===== config.mk =====
export PLATFORM = sky130hd
export DESIGN_NAME = msg_serializer
export DESIGN_NICKNAME = d
export VERILOG_FILES = /design/src/rtl/msg_serializer_pkg.sv /design/src/rtl/msg_serializer_baud_tick.sv /design/src/rtl/msg_serializer.sv
export SDC_FILE = /design/constraint.sdc
export NUM_CORES = 1
export LEC_CHECK = 0
export CAP_MARGIN = 20
export CORE_MARGIN = 10
export CORE_UTILIZATION = 52
export DETAILED_ROUTE_END_ITERATION = 10
export MAX_ROUTING_LAYER = met4
export PLACE_DENSITY = 0.79
export SETUP_SLACK_MARGIN = 0.02
export SLEW_MARGIN = 20
export SYNTH_ARGS = -nofsm -noshare
export SYNTH_HDL_FRONTEND = slang
export SYNTH_SLANG_ARGS = --single-unit

===== constraint.sdc =====
create_clock -name clk -period 1.76 [get_ports clk]
set_input_delay 0.352 -clock clk [delete_from_list [all_inputs] [get_ports clk]]
set_output_delay 0.352 -clock clk [all_outputs]
set_load 0.1 [all_outputs]

===== src/rtl/msg_serializer_pkg.sv =====
// Shared FSM encoding, parity mode constants and parity helper for msg_serializer.
// Latency: not applicable (types and constants only).
// Backpressure: not applicable.
package msg_serializer_pkg;

  typedef enum logic [2:0] {
    IDLE  = 3'd0,
    START = 3'd1,
    DATA  = 3'd2,
    PAR   = 3'd3,
    STOP  = 3'd4,
    NEXT  = 3'd5
  } state_t;

  localparam int PARITY_NONE = 0;
  localparam int PARITY_EVEN = 1;
  localparam int PARITY_ODD  = 2;

  // Parity bit that makes ones(data)+parity even (EVEN) or odd (ODD).
  // Narrow characters are zero-extended by the caller, which leaves the XOR unchanged.
  function automatic logic parity_bit(input logic [7:0] d, input int mode);
    return (mode == PARITY_ODD) ? ~(^d) : (^d);
  endfunction

endpackage


===== src/rtl/msg_serializer_baud_tick.sv =====
// Bit-period timer: counts CLK_DIV clocks and pulses tick in the last clock of each period.
// Latency: tick is high CLK_DIV-1 clocks after clear is released (count starts at zero).
// Backpressure: none; clear holds the counter at zero and suppresses tick.
module baud_tick #(
  parameter int CLK_DIV = 16
) (
  input  logic clk,
  input  logic rst_n,
  input  logic clear,
  output logic tick
);

  localparam int W = (CLK_DIV > 1) ? $clog2(CLK_DIV) : 1;

  logic [W-1:0] cnt;

  assign tick = (cnt == W'(CLK_DIV - 1)) && !clear;

  // Free-running divider that restarts on clear and at the end of every bit period.
  always_ff @(posedge clk or negedge rst_n) begin
    if (!rst_n) begin
      cnt <= '0;
    end else if (clear || tick) begin
      cnt <= '0;
    end else begin
      cnt <= cnt + W'(1);
    end
  end

endmodule


===== src/rtl/msg_serializer.sv =====
// UART-style serializer: sends buffer[0..msg_len-1] as start/data/parity/stop frames on txd.
// Latency: txd falls one clock after start is accepted; done pulses after the last NEXT clock.
// Backpressure: start and buffer writes are ignored while busy; no flow control on txd.
module msg_serializer
  import msg_serializer_pkg::*;
#(
  parameter  int DATA_BITS = 8,
  parameter  int NUM_CHARS = 4,
  parameter  int PARITY    = 0,
  parameter  int STOP_BITS = 1,
  parameter  int CLK_DIV   = 16,
  localparam int ADDR_W    = (NUM_CHARS > 1) ? $clog2(NUM_CHARS) : 1
) (
  input  logic                 clk,
  input  logic                 rst_n,
  input  logic                 wr_en,
  input  logic [ADDR_W-1:0]    wr_addr,
  input  logic [DATA_BITS-1:0] wr_data,
  input  logic [ADDR_W:0]      msg_len,
  input  logic                 start,
  output logic                 txd,
  output logic                 busy,
  output logic                 done
);

  // Bit counter covers both data bit position (< DATA_BITS) and stop bit count.
  localparam int CNT_W = $clog2(DATA_BITS);
  localparam logic [ADDR_W:0] MAX_LEN = (ADDR_W + 1)'(NUM_CHARS);

  logic [DATA_BITS-1:0] mem [NUM_CHARS];

  state_t               state;
  logic [DATA_BITS-1:0] char_q;
  logic [CNT_W-1:0]     bit_cnt;
  logic [ADDR_W-1:0]    idx;
  logic [ADDR_W:0]      len_q;

  logic                 tick;
  logic                 clear;
  logic [ADDR_W:0]      len_sat;
  logic [CNT_W-1:0]     bit_nxt;
  logic [ADDR_W-1:0]    idx_nxt;
  logic                 last_char;
  logic                 par;

  assign len_sat   = (msg_len > MAX_LEN) ? MAX_LEN : msg_len;
  assign bit_nxt   = bit_cnt + CNT_W'(1);
  assign idx_nxt   = idx + ADDR_W'(1);
  assign last_char = ({1'b0, idx} == (len_q - (ADDR_W + 1)'(1)));
  assign par       = parity_bit(8'(char_q), PARITY);
  // The bit timer only runs while a bit is on the line.
  assign clear     = (state == IDLE) || (state == NEXT);

  baud_tick #(
    .CLK_DIV (CLK_DIV)
  ) u_baud_tick (
    .clk   (clk),
    .rst_n (rst_n),
    .clear (clear),
    .tick  (tick)
  );

  // Message buffer: plain register array, deliberately not reset, frozen while a message is in flight.
  always_ff @(posedge clk) begin
    if (wr_en && !busy && ({1'b0, wr_addr} < MAX_LEN)) begin
      mem[wr_addr] <= wr_data;
    end
  end

  // Frame sequencer: registered txd/busy/done, one state per frame field plus a one-clock NEXT gap.
  always_ff @(posedge clk or negedge rst_n) begin
    if (!rst_n) begin
      state   <= IDLE;
      txd     <= 1'b1;
      busy    <= 1'b0;
      done    <= 1'b0;
      bit_cnt <= '0;
      idx     <= '0;
      len_q   <= '0;
      char_q  <= '0;
    end else begin
      done <= 1'b0;
      case (state)
        IDLE: begin
          txd  <= 1'b1;
          busy <= 1'b0;
          // busy is still high during the done cycle, so a start there is ignored.
          if (start && !busy) begin
            if (len_sat == '0) begin
              done <= 1'b1;
            end else begin
              state   <= START;
              txd     <= 1'b0;
              busy    <= 1'b1;
              idx     <= '0;
              len_q   <= len_sat;
              bit_cnt <= '0;
              char_q  <= mem[0];
            end
          end
        end
        START: begin
          if (tick) begin
            state   <= DATA;
            txd     <= char_q[0];
            bit_cnt <= '0;
          end
        end
        DATA: begin
          if (tick) begin
            if (bit_cnt == CNT_W'(DATA_BITS - 1)) begin
              bit_cnt <= '0;
              if (PARITY != PARITY_NONE) begin
                state <= PAR;
                txd   <= par;
              end else begin
                state <= STOP;
                txd   <= 1'b1;
              end
            end else begin
              bit_cnt <= bit_nxt;
              txd     <= char_q[bit_nxt];
            end
          end
        end
        PAR: begin
          if (tick) begin
            state   <= STOP;
            txd     <= 1'b1;
            bit_cnt <= '0;
          end
        end
        STOP: begin
          if (tick) begin
            if (bit_cnt == CNT_W'(STOP_BITS - 1)) begin
              state   <= NEXT;
              bit_cnt <= '0;
            end else begin
              bit_cnt <= bit_nxt;
            end
          end
        end
        NEXT: begin
          if (last_char) begin
            state <= IDLE;
            done  <= 1'b1;
            idx   <= '0;
          end else begin
            state  <= START;
            txd    <= 1'b0;
            idx    <= idx_nxt;
            char_q <= mem[idx_nxt];
          end
        end
        default: begin
          state <= IDLE;
          txd   <= 1'b1;
        end
      endcase
    end
  end

endmodule


==> key figures <==
Run status
  – Outcome: complete, but fails checks
  – Failing checks: setup timing

Cells and area
  – Fin nets: 294
  – Final Non-Filler Cells: 344
  – ANT cells: 0
  – Filler cells: 318
  – Multi-input combinational cell area: 1042 µm²
  – Design area: 3541 µm²
  – Area growth syn-to-layout: 35.21%
  – Share of cells above drive strength 1: 0.3213
  – Post-route core utilization: 0.7351
  – Register area: 1614 µm²

Clocking
  – CTS tree: built
  – CTS Root Cell: clkbuf_8
  – H-tree depth: 3
  – Clk slew on worst S/H paths: 0.08 ns
  – CTS sink cnt: 58
  – CTS Buf Count: 9
  – Clock latency at the later pin of the worst-skew pair: 0.35 ns
  – CTS Buffer Depth: 2
  – Hold Buf Count CTS: 0

GRT
  – First-pass GRT wire length: 9.108 mm
  – Vias in the first global route: 1956
  – GR Overflow Total: 0
  – GRT Total Usage: 0.1409
  – Largest net degree at the start of global routing: 27
  – Initial antenna violation count: 0

Timing
  – Unrepaired setup endpoints after global routing: true
  – Final hold viol count: 0
  – Max-slew violations: 0
  – Fin Clk Skew: 0.01050 ns
  – Slew headroom: 0.5262
  – Final setup margin: -0.08371 ns
  – Period utilization: 1.048
  – Worst slew pin tran: 0.7093 ns
  – Min Tclk post-route: 1.844 ns
  – Final setup fails: 2
  – Fmax: 542.4 MHz

Floorplanning
  – Die area: 8275 µm²
  – # IOs: 20
  – Total core area: 4817 µm²
  – Die Span Y: 90.97 µm
  – Chip width: 90.97 µm
  – # rows: 25
  – Initial Util: 0.5436

Critical path
  – Flop2flop setup slack: -0.08 ns
  – Type of origin of the critical path: flop
  – Max incr delay on CP: 0.41 ns
  – Arrival @ worst endpoint: 2.08 ns
  – Worst EP required: 2.00 ns
  – Setup Crit Path Kind: flop to flop
  – CP Buf/Inv Count: 1
  – CP delay by family, top: simple AND/OR/NAND/NOR gates
  – Max FO, Critical Path: 3
  – Worst-path cell chain: ha_2 -> ha_4 -> inv_2 -> a22oi_2 -> nor2_2 -> nor4_4 -> mux2_4
  – Critical Path Slowest Stage Cell: dfrtp_1
  – CP Capture Type: flop

Logic synthesis
  – Async SR Flop Fraction: 0.4483
  – Synthesized area: 2619 µm²
  – Netlist cell types: 44
  – Post-synth EDFFs: 32
  – Main synth FF type: edfxtp_1
  – Post-Syn Nets: 235
  – Cells after Synth: 213
  – Yosys Warn Count: 0
  – Seq/Total Area, Yosys: 0.6159
  – FF+latch count, synth: 58
  – Average size of a mapped cell: 12.29 µm²

Drt
  – DR vias/cell: 5.477
  – Wire per inst: 16.84 µm
  – Drt total wl: 5.793 mm
  – DRT antenna net count: 0
  – Detailed-route DRC error count: 0
  – First drt pass iteration count: 4
  – Initial DRC count: 104
  – Vias: 1884

Hold path
  – Min-delay worst type: primary input to async pin

Placed design
  – Placed cell area: 3161 µm²
  – DP Wirelength: 3.783 mm
  – RD Place Congestion: 0.8563
  – PortBufs: 19
  – Pre-CTS setup slack: -0.2316 ns
  – Placed cells: 318

Power and ir drop
  – Leakage: 0.001440 µW
  – PwrDens: 828.5 nW/µm²
  – IR drop worst, VDD: 0.6665 mV

Flow run
  – Max-cap viol count: 0
## area by class of cell
cell class | count | share of cell area
flip-flops and latches | 58 | 0.4558
inverters | 9 | 0.009541
repair buffers | 57 | 0.1594
well taps | 67 | 0.02367
clock inverters | 7 | 0.02226
clock buffers | 9 | 0.03498
multi-input cells | 137 | 0.2943
## cells in the final DEF (no fill, tap or decap), types with 2 or more instances in the layout
master / netlist / routed
o21ai_0: 15 / 14
dfrtp_1: 25 / 24
xnor2_1: 2 / 2
nand3b_1: 2 / 2
clkinvlp_4: 0 / 3
clkdlybuf4s50_1: 0 / 16
nor2b_1: 6 / 3
a22oi_1: 9 / 8
nand3_1: 3 / 2
clkinv_4: 0 / 2
edfxtp_1: 32 / 32
a21oi_1: 8 / 7
o21ai_1: 6 / 7
mux2i_1: 10 / 10
o21ai_2: 2 / 2
inv_2: 0 / 2
clkbuf_8: 0 / 9
buf_4: 0 / 33
ha_4: 0 / 2
ha_1: 5 / 2
xor2_1: 3 / 3
mux4_2: 2 / 2
nand2_1: 28 / 27
nor2_1: 9 / 8
nor2b_2: 0 / 2
mux2_4: 0 / 3
buf_12: 0 / 6
inv_1: 9 / 7
nand2b_1: 2 / 2
and3_1: 2 / 2
## repair_timing
action | CTS | global route
endpoints found under the setup margin | 5 | 17
setup buffers | 1 | 8
cloned | 0 | 1
resized for setup | 4 | 18
pin swaps | 0 | 11
## path summary, 6_finish.rpt
check,startpoint,to,cells after the start
min in group clk,u_baud_tick.cnt[0],u_baud_tick.cnt[0],1
max in group asynchronous,rst_n,txd,2
hold / removal,rst_n,state[0],2
hold reg to reg,u_baud_tick.cnt[0],u_baud_tick.cnt[0],1
setup / recovery,bit_cnt[0],state[1],7
setup reg to reg,bit_cnt[0],state[1],7
## metrics by stage
stage               TNS [ns]  hold slack (ns)  total power (µW)
finish               -0.1549           0.3600              2933
global route         -0.5201           0.3829              3047
CTS                  -0.1782           0.3728              2935
detailed placement    -3.132           0.4643              1710
global placement      -1.930           0.4461              1701
floorplan            -0.7546          0.05641              1596
## flip-flops by register name, summed over array words and instances (netlist names)
signal / cells
len_q: 3
state: 3
bit_cnt: 3
done: 1
u_baud_tick.cnt: 4
mem: 32
txd: 1
char_q: 8
idx: 2
busy: 1
## worst register-to-register path, cell delays in order, from the launching register on
cell	delay [ns]
dfrtp_1	0.41
ha_2	0.22
ha_4	0.13
inv_2	0.03
a22oi_2	0.18
nor2_2	0.09
nor4_4	0.35
mux2_4	0.33
## report_power, final
part | switching, µW | internal (µW) | leakage (µW)
registers | 16.5 | 1470 | 0.000605
logic | 101 | 101 | 0.000743
clock network | 578 | 661 | 0.0000921
total | 696 | 2240 | 0.00144
## cells by family after synthesis
group,share of synthesized area
compound gates,0.1228
fa+ha+maj,0.02389
simple gates,0.1199
xor+xnor,0.01673
flops,0.6159
buf+inv,0.03248
mux,0.06832
## per-layer routing
metal	routed length (µm)	global-route usage
met1	2440	0.1530
met2	2946	0.2315
met3	328	0.04774
met4	78	0.05875
met5	0	-
## cell usage after synthesis, types with 4 or more instances
library cell  count  share of area
a21oi_1           8          0.015
a22oi_1           9          0.026
clkbuf_1          4         0.0057
dfrtp_1          25           0.24
edfxtp_1         32           0.37
ha_1              5          0.024
inv_1             9          0.013
mux2i_1          10          0.038
nand2_1          28          0.040
nor2_1            9          0.013
nor2b_1           6          0.014
o21ai_0          15          0.029
o21ai_1           6          0.011
No activity file was read; power rests on OpenSTA's default activity.
